### src/rtl/gray_ptr_ctrl_pkg.sv
// Shared CDC helpers for the Gray-coded FIFO pointer controllers.
// Binary/Gray conversion works on a wide word; callers size-cast in and out.
package gray_ptr_ctrl_pkg;

    localparam int MODE_WR = 0;
    localparam int MODE_RD = 1;

    localparam int CDC_MAX_W = 32;

    typedef logic [CDC_MAX_W-1:0] cdc_word_t;

    function automatic cdc_word_t bin2gray(input cdc_word_t bin);
        return bin ^ (bin >> 1);
    endfunction

    function automatic cdc_word_t gray2bin(input cdc_word_t gray);
        cdc_word_t bin;
        bin[CDC_MAX_W-1] = gray[CDC_MAX_W-1];
        for (int i = CDC_MAX_W - 2; i >= 0; i--) begin
            bin[i] = bin[i+1] ^ gray[i];
        end
        return bin;
    endfunction

endpackage

### src/rtl/gray_ptr_ctrl_sync_nff.sv
// Multi-bit flop chain for a Gray-coded bus crossing into the local clock.
// Only valid for buses where at most one bit changes per source update.
module sync_nff #(
    parameter int W      = 1,
    parameter int STAGES = 2
) (
    input  logic         clk,
    input  logic         rst_n,
    input  logic [W-1:0] d,
    output logic [W-1:0] q
);

    logic [W-1:0] stage_q [STAGES];
    logic [W-1:0] stage_d [STAGES];

    always_comb begin
        stage_d[0] = d;
        for (int s = 1; s < STAGES; s++) begin
            stage_d[s] = stage_q[s-1];
        end
    end

    always_ff @(posedge clk) begin
        if (!rst_n) begin
            for (int s = 0; s < STAGES; s++) begin
                stage_q[s] <= '0;
            end
        end else begin
            for (int s = 0; s < STAGES; s++) begin
                stage_q[s] <= stage_d[s];
            end
        end
    end

    assign q = stage_q[STAGES-1];

endmodule

### src/rtl/gray_ptr_ctrl.sv
// One-domain pointer controller of an async FIFO: local bin/Gray pointer,
// synchronised remote pointer, registered full/empty flag and occupancy.
module gray_ptr_ctrl
    import gray_ptr_ctrl_pkg::*;
#(
    parameter int ADDR_W      = 4,
    parameter int MODE        = 0,
    parameter int SYNC_STAGES = 2
) (
    input  logic              clk,
    input  logic              rst_n,
    input  logic              inc,
    input  logic [ADDR_W:0]   remote_gray,
    output logic [ADDR_W:0]   ptr_gray,
    output logic [ADDR_W:0]   ptr_bin,
    output logic [ADDR_W-1:0] addr,
    output logic              flag,
    output logic [ADDR_W:0]   count
);

    localparam int   PTR_W    = ADDR_W + 1;
    localparam logic FLAG_RST = (MODE == MODE_RD);

    logic [PTR_W-1:0] ptr_bin_q, ptr_bin_d;
    logic [PTR_W-1:0] ptr_gray_q, ptr_gray_d;
    logic [PTR_W-1:0] count_q, count_d;
    logic             flag_q, flag_d;

    logic             accept;
    logic [PTR_W-1:0] rsync_gray;
    logic [PTR_W-1:0] rsync_bin;
    logic [PTR_W-1:0] full_cmp;

    sync_nff #(
        .W      (PTR_W),
        .STAGES (SYNC_STAGES)
    ) u_sync (
        .clk   (clk),
        .rst_n (rst_n),
        .d     (remote_gray),
        .q     (rsync_gray)
    );

    // Flags are evaluated against the next pointer so they stay pessimistic.
    always_comb begin
        accept     = inc & ~flag_q;
        ptr_bin_d  = ptr_bin_q + {{ADDR_W{1'b0}}, accept};
        ptr_gray_d = PTR_W'(bin2gray(cdc_word_t'(ptr_bin_d)));
        rsync_bin  = PTR_W'(gray2bin(cdc_word_t'(rsync_gray)));
        full_cmp   = {~rsync_gray[ADDR_W:ADDR_W-1],
                      rsync_gray[ADDR_W-2:0]};
        if (MODE == MODE_WR) begin
            flag_d  = (ptr_gray_d == full_cmp);
            count_d = ptr_bin_d - rsync_bin;
        end else begin
            flag_d  = (ptr_gray_d == rsync_gray);
            count_d = rsync_bin - ptr_bin_d;
        end
    end

    always_ff @(posedge clk) begin
        if (!rst_n) begin
            ptr_bin_q  <= '0;
            ptr_gray_q <= '0;
            count_q    <= '0;
            flag_q     <= FLAG_RST;
        end else begin
            ptr_bin_q  <= ptr_bin_d;
            ptr_gray_q <= ptr_gray_d;
            count_q    <= count_d;
            flag_q     <= flag_d;
        end
    end

    assign ptr_gray = ptr_gray_q;
    assign ptr_bin  = ptr_bin_q;
    assign addr     = ptr_bin_q[ADDR_W-1:0];
    assign flag     = flag_q;
    assign count    = count_q;

endmodule

### config.mk
export PLATFORM = sky130hd
export DESIGN_NAME = gray_ptr_ctrl
export DESIGN_NICKNAME = d
export VERILOG_FILES = /design/src/rtl/gray_ptr_ctrl_pkg.sv /design/src/rtl/gray_ptr_ctrl_sync_nff.sv /design/src/rtl/gray_ptr_ctrl.sv
export SDC_FILE = /design/constraint.sdc
export NUM_CORES = 1
export LEC_CHECK = 0
export ABC_AREA = 0
export ABC_CLOCK_PERIOD_IN_PS = 5600
export BUFFER_PORTS_ARGS = -buffer_cell sky130_fd_sc_hd__buf_2
export CAP_MARGIN = 15
export CORE_UTILIZATION = 54
export DETAILED_ROUTE_END_ITERATION = 10
export PLACE_DENSITY = 0.81
export SLEW_MARGIN = 20
export SYNTH_ARGS = -nofsm -noshare
export SYNTH_HDL_FRONTEND = slang
export SYNTH_SLANG_ARGS = --single-unit
### constraint.sdc
create_clock -name clk -period 5.6 [get_ports clk]
set_input_delay 0 -clock clk [delete_from_list [all_inputs] [get_ports clk]]
set_output_delay 0 -clock clk [all_outputs]
set_load 0.05 [all_outputs]
# == Word level (Yosys, flattened, before mapping) ==
# Memories as Yosys holds them, arrays and structs flattened.
# Index checks and enable logic that the tools add are counted.
# totals
reg_bits,16
ram_bits,10
inputBits,8
word_cells,22
mem_count,1
# memory_table
name,depth,width,read_ports,rd_ports_with_merged_regs,wr,line,text
u_sync.stage_q,2,5,2,0,2,gray_ptr_ctrl_sync_nff.sv:13,logic [W-1:0] stage_q [STAGES];
# op_classes
add_sub_neg,2
eq_ne,1
mux,4
bitwise,10
# op_table
cell,n
2-to-1 mux 5 bit,2
adder 5 x 1 -> 5 bit,1
== test 5 bit,1
subtractor 5 bit,1
bitwise XOR 5 x 4 -> 5 bit,1
bitwise XOR 1 bit,4
2-to-1 mux 1 bit,2
NOT 2 bit,1
OR 1 bit,2
bitwise AND 1 bit,1
NOT 1 bit,1

# == Logic depth before layout (Yosys ltp) ==
# Gate-level depths: netlist (run 1).
# depth
depth_word,5
mapped_depth,11

# == Modules after synthesis ==
# From an unflattened synthesis (run 1), not the netlist that was laid out.
# hier_totals
hier_cells,102
area_unflattened_um2,1094.8
# by_module_without_submodules
mod,n_inst,cells_each,area_each_um2,seq_area_each_um2
gray_ptr_ctrl,1,82,832.0,300.3
sync_nff,1,20,262.8,200.2

# == Worst setup path after synthesis (run 1) ==
# OpenSTA, ideal clock, no wires.
# synth_timing
kind,flip-flop to flip-flop
start,mem u_sync.stage_q[0][9] in the netlist's numbering
end,"reg count_q[4], in the netlist count[4]"
setup_ns,0.121
t_arrival_ns,2.653
path_slack_ns,2.826
stages_incl_launch_ff,12
n_path_buf,0
path_cell_list,dfxtp_1 xnor2_1 xor2_1 xor2_1 xnor2_1 ha_1 inv_1 fa_1 a21o_1 a21oi_1 xor2_1 mux2_2
# synth_rtl
item,line,text
start: declaration,gray_ptr_ctrl_sync_nff.sv:13,
end signal: assignment,gray_ptr_ctrl.sv:70,count_q <= count_d;
end: declaration,gray_ptr_ctrl.sv:26,"logic [PTR_W-1:0] count_q, count_d;"

==> summary.md, run 1 <==
| Metric | Value |
|---|---|
| Initial antenna violation count | `0` |
| Setup CP Type | `reg2reg` |
| Starting density of the core | `0.6034` |
| WP data required | `5.82 ns` |
| FF-to-FF path depth | `11` |
| Type of the most critical hold path | `in2reg` |
| Met2 wire length | `838 µm` |
| Gr ovfl total | `0` |
| Peak VDD IR | `0.0002387 V` |
| Worst-path clk slew | `0.12 ns` |
| DR WL/cell | `11.10 µm` |
| H-tree depth | `1` |
| Rows | `15` |
| Hold Crit Depth | `2` |
| Commonest non-fill, non-tap cell in the layout | `buf_2` |
| P&R area growth vs syn | `18.00%` |
| P_leak | `0.6217 nW` |
| Hpwl dp | `1.295 mm` |
| Final Hold Vio Count | `0` |
| Min-delay src | `rst_n` |
| Die height | `47.11 µm` |
| Port Buffers | `27` |
| Mapped Area | `1099 µm²` |
| Top Ports | `28` |
| Status | `finished, final reports clean` |
| CP max FO | `3` |
| R2r startpoint | `u_sync.stage_q[0][9]` |
| Startpoint class of the critical path | `register` |
| RSZ-0062 raised after global routing | `no` |
| Worst-margin pin slew | `0.3653 ns` |
| GRT Resource Usage Total | `0.1874` |
| Worst reg2reg path endpoint | `count[4]` |
| Drt total wl | `1.742 mm` |
| Final worst path period need | `3.045 ns` |
| Post-route ant nets | `0` |
| Clk root buf | `clkbuf_4` |
| Most frequent cells in the layout | `buf_2 (27), dfxtp_1 (25), and2_1 (15)` |
| Yosys Warn Count | `0` |
| Tcrit/Tclk final | `0.5438` |
| PwrDens | `308.3 nW/µm²` |
| Nets | `148` |
| Via count | `738` |
| Fmax | `0.3284 GHz` |
| Wire length on met3 | `77 µm` |
| Residual DRC count | `0` |
| Final setup vio count | `0` |
| RD Place Congestion | `0.7420` |
| Arrival @ worst endpoint | `3.27 ns` |
| Worst clock skew | `0.005151 ns` |
| Share of post-route cells with drive strength above 1 | `0.2803` |
| Total Neg Setup Slack | `0 ns` |
| Clk_lat worst skew | `0.32 ns` |
| CTS tree | `done` |
| CTS Buf Count | `3` |
| DRT iter0 DRCs | `3` |
| Final Max Tran Viols | `0` |
| DRT Pass-1 Iters | `4` |
| Ant. Diodes | `0` |
| Fill cells | `153` |
| Relative slew margins | `0.7556` |
| Reg2Reg Setup Slack | `2.55 ns` |
| Setup Buffers After CTS | `0` |
| TritonCTS Sinks | `25` |
| #FFs+latches synth | `25` |
| Post-Syn Instances | `103` |
| Global-route wire length before repair | `2.780 mm` |
| Final design utilization | `0.7120` |
| Syn Nets | `118` |
| Die X | `47.11 µm` |
| Total chip power | `0.0003996 W` |
| Met1 wire length | `781 µm` |
| Largest net degree at the start of global routing | `16` |
| Sequential fraction of the synthesis area | `0.4556` |
| Final instance area | `1296 µm²` |
| DR vias/cell | `4.701` |
| Critical Path End Type | `register` |
| Max layer used | `met4` |
| Synth cell types | `28` |
| Syn Area/Cell | `10.67 µm²` |
| Area of the core | `1821 µm²` |
| Total of max-cap violations | `0` |
| Critical Path Source | `u_sync.stage_q[0][9]` |
| Vias in the first global route | `699` |
| CP Capture Point | `count[4]` |
| Die Area | `2219 µm²` |
| Clock Path Buffers | `2` |
| Area of placed instances | `1220 µm²` |
## report_power, final
group / switching [W] / total [W] / internal [W]
Clock: 0.0000499 / 0.0000778 / 0.0000279
Sequential: 0.00000519 / 0.000198 / 0.000193
Combinational: 0.0000818 / 0.000124 / 0.0000422
## routing by layer
metal  global-route usage  vias to the layer above
li1                     -                      380
met1               0.2124                      327
met2               0.3194                       26
met3              0.03077                        5
met4               0.1314                        0
met5                    0                        -
## how the worst min path moves through the flow
stage                                      end  slack (ns)
after floorplan                     ptr_bin[2]        0.12
after global placement    u_sync.stage_q[0][1]        0.21
after detailed placement  u_sync.stage_q[0][1]        0.21
after CTS                           ptr_bin[2]        0.03
after global routing      u_sync.stage_q[0][4]        0.02
final                               ptr_bin[2]        0.05
## timing repair
action | 4_1_cts | 5_1_grt
hold buffers | 5 | 0
endpoints found under the hold margin | 5 | 0
gates resized for setup | 0 | 0
## metrics by stage
stage                     worst slack, ns  instances  hold slack, ns
after floorplan                     2.826        103          0.1217
after global placement              2.731        148          0.2057
after detailed placement            2.554        148          0.2093
after CTS                           2.542        157         0.03335
after global routing                2.383        157         0.02498
final                               2.555        157         0.04511
## layout make-up
class                      instances  area, µm²  area share
inverter                           5      18.77     0.01448
tap                               25      31.28     0.02413
multi-input combinational         66      534.3      0.4122
clock buffer                       4      26.28     0.02027
sequential                        25      500.5      0.3861
timing repair buffer              32      185.2      0.1429
## worst max-delay path, cell delays in order (launching register included)
cell and delay, ns:
dfxtp_1 0.37, xnor2_1 0.25, xor2_1 0.25, xor2_1 0.35, xnor2_1 0.18, ha_1 0.20
inv_1 0.06, fa_1 0.40, a21o_1 0.18, a21oi_1 0.19, xor2_1 0.18, mux2_2 0.34
## flip-flops by register name, indices dropped and copies added (netlist names)
register / count
count: 5
flag: 1
ptr_bin: 5
ptr_gray: 4
u_sync.stage_q: 10
## cells by family (layout without fill, tap and decap cells)
group,count (synthesis),in the layout,synth area share
compound gates,6,6,0.04100
xor+xnor,17,17,0.1629
fa+ha+maj,7,7,0.08656
buf+inv,12,41,0.05809
flops,25,25,0.4556
mux,2,2,0.01936
simple gates,34,34,0.1765
## cells in the mapped netlist
cell type,count,area share
and2_1,15,0.085
a2111oi_2,1,0.014
a21o_1,1,0.0068
inv_1,4,0.014
nor3b_1,1,0.0068
xor2_2,2,0.030
nor3_1,1,0.0046
nand3_1,1,0.0046
xor2_1,7,0.056
xor3_1,1,0.022
nor2_1,9,0.031
a21boi_0,1,0.0068
ha_1,6,0.068
nand2_1,1,0.0034
fa_1,1,0.018
inv_2,1,0.0034
clkbuf_1,2,0.0068
mux2_2,1,0.010
dfxtp_1,25,0.46
mux2i_1,1,0.0091
o21ai_0,1,0.0046
buf_4,5,0.034
a21oi_1,2,0.0091
nor2b_1,2,0.011
or3_1,1,0.0057
nand2b_1,1,0.0057
nand3_2,2,0.018
xnor2_1,7,0.056
Power figures use the tool's default switching activity.
==> run 2: changes to the inputs <==
--- a/config.mk
+++ b/config.mk
@@ -5,13 +5,13 @@
 export SDC_FILE = /design/constraint.sdc
 export NUM_CORES = 1
 export LEC_CHECK = 0
-export ABC_AREA = 0
-export ABC_CLOCK_PERIOD_IN_PS = 5600
+export ABC_AREA = 1
+export ABC_CLOCK_PERIOD_IN_PS = 2700
 export BUFFER_PORTS_ARGS = -buffer_cell sky130_fd_sc_hd__buf_2
 export CAP_MARGIN = 15
-export CORE_UTILIZATION = 54
+export CORE_UTILIZATION = 47
 export DETAILED_ROUTE_END_ITERATION = 10
-export PLACE_DENSITY = 0.81
+export PLACE_DENSITY = 0.74
 export SLEW_MARGIN = 20
 export SYNTH_ARGS = -nofsm -noshare
 export SYNTH_HDL_FRONTEND = slang
==> constraint.sdc (replaced) <==
create_clock -name clk -period 2.7 [get_ports clk]
set_input_delay 0 -clock clk [delete_from_list [all_inputs] [get_ports clk]]
set_output_delay 0 -clock clk [all_outputs]
set_load 0.05 [all_outputs]
==> summary.md, run 2 <==
| Metric | Value |
|---|---|
| Final instance area | `1418 µm² (was 1296 µm²)` |
| Setup CP Type | `reg2reg (unchanged)` |
| WP data required | `2.92 ns (was 5.82 ns)` |
| Worst-path clk slew | `0.12 ns (about the same)` |
| DRT Pass-1 Iters | `4 (unchanged)` |
| Area of placed instances | `1340 µm² (was 1220 µm²)` |
| Die Area | `2787 µm² (was 2219 µm²)` |
| Worst clock skew | `0.004764 ns (was 0.005151 ns)` |
| Vias in the first global route | `897 (was 699)` |
| Clk root buf | `clkbuf_4 (unchanged)` |
| CTS tree | `done (unchanged)` |
| Net Sw Frac | `0.3549 (was 0.3425)` |
| Post-Syn Instances | `163 (was 103)` |
| Area of the core | `2455 µm² (was 1821 µm²)` |
| DR WL/cell | `9.441 µm (was 11.10 µm)` |
| Initial antenna violation count | `0 (unchanged)` |
| Critical Path End Type | `register (unchanged)` |
| Top Ports | `28 (unchanged)` |
| Async SR Flop Fraction | `0 (unchanged)` |
| PostCTS Resize Cnt | `0 (unchanged)` |
| Post-Place Cells | `213 (was 148)` |
| Post-synth EDFFs | `0 (unchanged)` |
| Total of max-cap violations | `0 (unchanged)` |
| Drt total wl | `2.096 mm (was 1.742 mm)` |
| Die X | `52.79 µm (was 47.11 µm)` |
| Syn Area/Cell | `7.438 µm² (was 10.67 µm²)` |
| Largest net degree at the start of global routing | `19 (was 16)` |
| Clock Path Buffers | `2 (unchanged)` |
| Ant. Diodes | `0 (unchanged)` |
| Slowest-stage cell, CP | `fa_1 (unchanged)` |
| DR vias/cell | `4.590 (was 4.701)` |
| Rows | `18 (was 15)` |
| Yosys top cell area share | `0.4128 (was 0.4556)` |
| Crit path cell chain | `xnor2_2 -> xor2_2 -> nand2_1 -> nand3_1 -> nand2_1 -> inv_1 -> ha_1 -> inv_1 -> fa_1 -> nand3_1 -> nand2_1 -> o21ai_1 -> a21oi_1 (was xnor2_1 -> xor2_1 -> xor2_1 -> xnor2_1 -> ha_1 -> inv_1 -> fa_1 -> a21o_1 -> a21oi_1 -> xor2_1 -> mux2_2)` |
| DRT iter0 DRCs | `13 (was 3)` |
| Dominant cell type by area after synthesis | `dfxtp_1 (unchanged)` |
| Port Buffers | `27 (unchanged)` |
| Top post-synthesis cells by area | `dfxtp_1 (41%), nand2_1 (13%), inv_1 (8.0%), nand3_1 (6.6%), ha_1 (6.2%) (was dfxtp_1 (46%), and2_1 (8.5%), ha_1 (6.8%), xnor2_1 (5.6%), xor2_1 (5.6%))` |
| Sequential cell area | `500.5 µm² (unchanged)` |
| Startpoint class of the critical path | `register (unchanged)` |
| Part of the power in registers | `0.502 (was 0.495)` |
| Footprint of the multi-input gates | `558.0 µm² (was 534.3 µm²)` |
| Final design utilization | `0.5775 (was 0.7120)` |
| GRT Resource Usage Total | `0.1769 (was 0.1874)` |
| Int Pwr | `0.0005254 W (was 0.0002627 W)` |
| Top reg by flops | `u_sync.stage_q (unchanged)` |
| TritonCTS Sinks | `25 (unchanged)` |
| CP bufs+invs | `2 (was 1)` |
| Global-route wire length before repair | `3.539 mm (was 2.780 mm)` |
| Synth cell types | `21 (was 28)` |
| CP max FO | `4 (was 3)` |
| RSZ-0062 raised after global routing | `no (unchanged)` |
| Fmax | `0.4616 GHz (was 0.3284 GHz)` |
| Nets | `208 (was 148)` |
| Synth Flop Type | `dfxtp_1 (unchanged)` |
| Min Hold Slack | `0.03523 ns (was 0.04511 ns)` |
| CP top delay family | `XOR/XNOR gates (unchanged)` |
| Relative slew margins | `0.7850 (was 0.7556)` |
| Die height | `52.79 µm (was 47.11 µm)` |
| Clk pwr share | `0.194 (was 0.195)` |
| Commonest non-fill, non-tap cell in the layout | `nand2_1 (was buf_2)` |
| Yosys Warn Count | `0 (unchanged)` |
| Clk_lat worst skew | `0.31 ns (was 0.32 ns)` |
| Hold Buf Count CTS | `5 (unchanged)` |
| Post-route ant nets | `0 (unchanged)` |
| Arrival @ worst endpoint | `2.39 ns (was 3.27 ns)` |
| Final setup vio count | `0 (unchanged)` |
| PwrDens | `574.5 nW/µm² (was 308.3 nW/µm²)` |
| P&R area growth vs syn | `16.92% (was 18.00%)` |
| Fill cells | `234 (was 153)` |
| Final Max Tran Viols | `0 (unchanged)` |
| Gr ovfl total | `0 (unchanged)` |
| CTS Buf Count | `3 (unchanged)` |
| Residual DRC count | `0 (unchanged)` |
| RD Place Congestion | `0.7964 (was 0.7420)` |
| Largest register FFs | `10 (unchanged)` |
| Sequential fraction of the synthesis area | `0.4128 (was 0.4556)` |
| Most frequent cells in the layout | `nand2_1 (42), buf_2 (27), inv_1 (26) (was buf_2 (27), dfxtp_1 (25), and2_1 (15))` |
| Non-filler cells, final | `222 (was 157)` |
| #FFs+latches synth | `25 (unchanged)` |
| Status | `finished, final reports clean (unchanged)` |
| Worst-margin pin slew | `0.3226 ns (was 0.3653 ns)` |
| Final worst path period need | `2.166 ns (was 3.045 ns)` |
| Top-count cell post-synth | `nand2_1 (was dfxtp_1)` |
| Type of the most critical hold path | `in2reg (unchanged)` |
| P_leak | `0.8020 nW (was 0.6217 nW)` |
| Gate power share | `0.304 (was 0.310)` |
| Syn Nets | `178 (was 118)` |
| H-tree depth | `1 (unchanged)` |
| CP max stage delay | `0.39 ns (was 0.40 ns)` |
| Final Hold Vio Count | `0 (unchanged)` |
| Tcrit/Tclk final | `0.8024 (was 0.5438)` |
| Starting density of the core | `0.4939 (was 0.6034)` |
| Critical Path Most Common Cell | `nand2_1 (was xor2_1)` |
| Via count | `1019 (was 738)` |
| Share of post-route cells with drive strength above 1 | `0.2448 (was 0.2803)` |
| Switching power of the nets | `0.0002890 W (was 0.0001369 W)` |
| Post-synth top cells | `nand2_1 (42), inv_1 (26), dfxtp_1 (25), nand3_1 (16), nand2_2 (9) (was dfxtp_1 (25), and2_1 (15), nor2_1 (9), xnor2_1 (7), xor2_1 (7))` |
| Mapped Area | `1212 µm² (was 1099 µm²)` |
| Hpwl dp | `1.609 mm (was 1.295 mm)` |
| Setup Buffers After CTS | `0 (unchanged)` |
| Total Neg Setup Slack | `0 ns (unchanged)` |
| Peak VDD IR | `0.0003397 V (was 0.0002387 V)` |
-- run 2: changes by cell type after synthesis, sizes merged, moves of 2 or more --
cell	delta
nand2	+50
inv	+24
and2	-15
nand3	+14
xor2	-8
a21oi	+6
xnor2	-6
nand4	+3
nand3b	+2
nor2b	-2
-- run 2: power by group through the flow --
stage	clock, W	combinational, W	sequential, W
2_1_floorplan	0	0.000119	0.000494
3_3_place_gp	0	0.000237	0.000417
3_5_place_dp	0	0.000241	0.000418
4_1_cts	0.000170	0.000248	0.000409
5_1_grt	0.000182	0.000273	0.000412
6_report	0.000158	0.000248	0.000409
-- run 2: tightest hold or removal path, delay by kind of cell --
family | cells | cell delay [ns]
AND/OR/NAND/NOR | 1 | 0.09
buffers and inverters | 2 | 0.23
-- run 2: cell type report --
| type | instances | share of cell area |
|---|---|---|
| well taps | 30 | 0.02648 |
| flip-flops and latches | 25 | 0.3530 |
| clock inverters | 1 | 0.003530 |
| multi-input cells | 102 | 0.3936 |
| clock buffers | 3 | 0.01589 |
| repair buffers | 32 | 0.1306 |
| inverters | 29 | 0.07679 |
-- run 2: layer usage --
metal | wire length (µm) | track usage | vias up
li1 | - | - | 555
met1 | 977 | 0.2028 | 432
met2 | 1003 | 0.3122 | 27
met3 | 78 | 0.03478 | 5
met4 | 37 | 0.07895 | 0
met5 | 0 | 0 | -
-- run 2: final timing paths --
check                            start                   end  slack (ns)  depth (start not counted)
setup reg to reg  u_sync.stage_q[0][9]              count[4]        0.53                         13
hold reg to reg   u_sync.stage_q[0][3]  u_sync.stage_q[0][8]        0.42                          2
hold / removal                   rst_n  u_sync.stage_q[0][4]        0.04                          3
setup / recovery  u_sync.stage_q[0][9]              count[4]        0.53                         13
-- run 2: logic make-up after synthesis --
kind of cell             after synthesis  synth area share
AO/OA/AOI/OAI                         10           0.04127
AND/OR/NAND/NOR                       83            0.3137
buffers and inverters                 36            0.1269
XOR/XNOR                               2           0.02684
flip-flops                            25            0.4128
adder cells (fa/ha/maj)                7           0.07843
-- run 2: through the flow --
| step | setup slack (ns) | power (W) |
|---|---|---|
| 6_report | 0.5336 | 0.0008144 |
| 5_1_grt | 0.3138 | 0.0008667 |
| 4_1_cts | 0.5481 | 0.0008272 |
| 3_5_place_dp | 0.5526 | 0.0006584 |
| 3_3_place_gp | 0.6699 | 0.0006541 |
| 2_1_floorplan | 0.4459 | 0.0006132 |
==> run 3: changes to the inputs <==
--- a/config.mk
+++ b/config.mk
@@ -6,7 +6,7 @@
 export NUM_CORES = 1
 export LEC_CHECK = 0
 export ABC_AREA = 1
-export ABC_CLOCK_PERIOD_IN_PS = 2700
+export ABC_CLOCK_PERIOD_IN_PS = 1900
 export BUFFER_PORTS_ARGS = -buffer_cell sky130_fd_sc_hd__buf_2
 export CAP_MARGIN = 15
 export CORE_UTILIZATION = 47
==> constraint.sdc (replaced) <==
create_clock -name clk -period 1.9 [get_ports clk]
set_input_delay 0 -clock clk [delete_from_list [all_inputs] [get_ports clk]]
set_output_delay 0 -clock clk [all_outputs]
set_load 0.05 [all_outputs]
==> summary.md, run 3 (same netlist as run 2, synthesis figures left out) <==
| Metric | Value |
|---|---|
| Global-route wire length before repair | `3.988 mm (was 3.539 mm)` |
| P&R area growth vs syn | `31.99% (was 16.92%)` |
| Clk root buf | `clkbuf_4 (unchanged)` |
| Largest register FFs | `10 (unchanged)` |
| Final setup margin | `-0.1213 ns (was 0.5336 ns)` |
| Commonest non-fill, non-tap cell in the layout | `nand2_1 (unchanged)` |
| Failing checks | `negative setup slack` |
| Final worst path period need | `2.021 ns (was 2.166 ns)` |
| Via count | `1118 (was 1019)` |
| DR WL/cell | `10.33 µm (was 9.441 µm)` |
| Gr ovfl total | `0 (unchanged)` |
| Worst-path clk slew | `0.13 ns (was 0.12 ns)` |
| Rows | `18 (unchanged)` |
| Most frequent cells in the layout | `nand2_1 (42), buf_2 (27), inv_1 (24) (was nand2_1 (42), buf_2 (27), inv_1 (26))` |
| PwrDens | `767.3 nW/µm² (was 574.5 nW/µm²)` |
| Final Max Tran Viols | `0 (unchanged)` |
| DRT iter0 DRCs | `29 (was 13)` |
| Vias in the first global route | `1062 (was 897)` |
| WP data required | `2.13 ns (was 2.92 ns)` |
| Setup CP Type | `reg2reg (unchanged)` |
| Share of post-route cells with drive strength above 1 | `0.3623 (was 0.2448)` |
| Non-filler cells, final | `237 (was 222)` |
| Initial antenna violation count | `0 (unchanged)` |
| Gate power share | `0.337 (was 0.304)` |
| Die height | `52.79 µm (unchanged)` |
| CP max FO | `3 (was 4)` |
| Post-Place Cells | `226 (was 213)` |
| Worst-margin pin slew | `0.3034 ns (was 0.3226 ns)` |
| Fmax | `0.4947 GHz (was 0.4616 GHz)` |
| Startpoint class of the critical path | `register (unchanged)` |
| Area of placed instances | `1454 µm² (was 1340 µm²)` |
| Final setup vio count | `3 (was 0)` |
| Drt total wl | `2.449 mm (was 2.096 mm)` |
| DR vias/cell | `4.717 (was 4.590)` |
| Part of the power in registers | `0.474 (was 0.502)` |
| GRT Resource Usage Total | `0.1983 (was 0.1769)` |
| Final instance area | `1600 µm² (was 1418 µm²)` |
| Int Pwr | `0.0007889 W (was 0.0005254 W)` |
| RD Place Congestion | `0.8349 (was 0.7964)` |
| CTS tree | `done (unchanged)` |
| Critical Path End Type | `register (unchanged)` |
| Total Neg Setup Slack | `-0.2900 ns (was 0 ns)` |
| Status | `finished, violations left (was finished, final reports clean)` |
| Clk_lat worst skew | `0.32 ns (was 0.31 ns)` |
| Starting density of the core | `0.4939 (unchanged)` |
| RSZ-0062 raised after global routing | `yes (was no)` |
| Die Area | `2787 µm² (unchanged)` |
| DRT Pass-1 Iters | `4 (unchanged)` |
| Worst clock skew | `0.005639 ns (was 0.004764 ns)` |
| Type of the most critical hold path | `in2reg (unchanged)` |
| Clock Path Buffers | `2 (unchanged)` |
| Peak VDD IR | `0.0007183 V (was 0.0003397 V)` |
| Fill cells | `215 (was 234)` |
| Sequential cell area | `516.7 µm² (was 500.5 µm²)` |
| CTS Buf Count | `3 (unchanged)` |
| Relative slew margins | `0.7977 (was 0.7850)` |
| Hpwl dp | `1.717 mm (was 1.609 mm)` |
| P_leak | `0.8740 nW (was 0.8020 nW)` |
| Nets | `223 (was 208)` |
| Ant. Diodes | `0 (unchanged)` |
| H-tree depth | `1 (unchanged)` |
| Residual DRC count | `0 (unchanged)` |
| Tcrit/Tclk final | `1.064 (was 0.8024)` |
| Arrival @ worst endpoint | `2.25 ns (was 2.39 ns)` |
| Footprint of the multi-input gates | `611.8 µm² (was 558.0 µm²)` |
| Total of max-cap violations | `0 (unchanged)` |
| Switching power of the nets | `0.0004389 W (was 0.0002890 W)` |
| Clk pwr share | `0.188 (was 0.194)` |
| Net Sw Frac | `0.3575 (was 0.3549)` |
| Die X | `52.79 µm (unchanged)` |
| Post-route ant nets | `0 (unchanged)` |
| Largest net degree at the start of global routing | `19 (unchanged)` |
| Top Ports | `28 (unchanged)` |
| Final Hold Vio Count | `0 (unchanged)` |
| Top reg by flops | `u_sync.stage_q (unchanged)` |
| Area of the core | `2455 µm² (unchanged)` |
| TritonCTS Sinks | `25 (unchanged)` |
| Port Buffers | `27 (unchanged)` |
run 3: changes by cell type in the layout (fill, tap and decap cells not counted), moves of 2 or more:
cell and change:
buf_4 +15, dfxtp_1 -5, dfxtp_4 +4, ha_1 -4, ha_2 +2, ha_4 +2, inv_1 -2, inv_2 +2
run 3: final timing paths:
path                        start                    to  slack [ns]  depth (start not counted)
max          u_sync.stage_q[0][9]              count[4]       -0.12                         14
max reg2reg  u_sync.stage_q[0][9]              count[4]       -0.12                         14
min reg2reg  u_sync.stage_q[0][3]  u_sync.stage_q[0][8]        0.41                          2
min                         rst_n  u_sync.stage_q[0][9]        0.03                          3
run 3: power groups by stage:
stage	registers [W]	logic, W	clock network [W]
2_1_floorplan	0.000702	0.000171	0
3_3_place_gp	0.000592	0.000368	0
3_5_place_dp	0.000594	0.000378	0
4_1_cts	0.000583	0.000397	0.000240
5_1_grt	0.000586	0.000450	0.000271
6_report	0.000582	0.000414	0.000231
run 3: cell type report:
type                    count  area share
inverters                  29     0.06802
well taps                  30     0.02346
clock buffers               3     0.01407
flip-flops and latches     25      0.3229
repair buffers             47      0.1861
multi-input cells         102      0.3823
clock inverters             1    0.003127
run 3: through the flow:
| stage | hold WS, ns | setup slack (ns) | power [W] | utilization |
|---|---|---|---|---|
| final | 0.02692 | -0.1213 | 0.001228 | 0.6519 |
| after global routing | 0.01981 | -0.2545 | 0.001307 | 0.6519 |
| after CTS | 0.01837 | -0.08888 | 0.001220 | 0.6366 |
| after detailed placement | 0.1827 | -0.1612 | 0.0009715 | 0.5923 |
| after global placement | 0.1785 | -0.06328 | 0.0009604 | 0.5923 |
| after floorplan | 0.09763 | -0.06697 | 0.0008729 | - |
run 3: critical path: stages, from the launching register on:
cell and delay [ns]:
dfxtp_4 0.39, xnor2_4 0.15, buf_4 0.14, nand2_1 0.09, nand3_1 0.10, nand3_1 0.10, nand2_1 0.05, inv_1 0.06
ha_2 0.16, inv_2 0.04, fa_2 0.33, nand3_1 0.07, nand2_1 0.07, o21ai_1 0.12, a21oi_1 0.05
run 3: per-layer routing:
metal	GRT usage	vias to the layer above	routed length, µm
li1	-	584	-
met1	0.2177	487	1054
met2	0.3544	42	1248
met3	0.03478	5	109
met4	0.1096	0	36
met5	0	-	0
run 3: what timing repair did:
item	4_1_cts	5_1_grt
pin swaps	4	2
hold endpoints to repair	5	0
buffers inserted	1	1
hold buffers	5	0
endpoints found under the setup margin	3	5
gates resized for setup	7	7
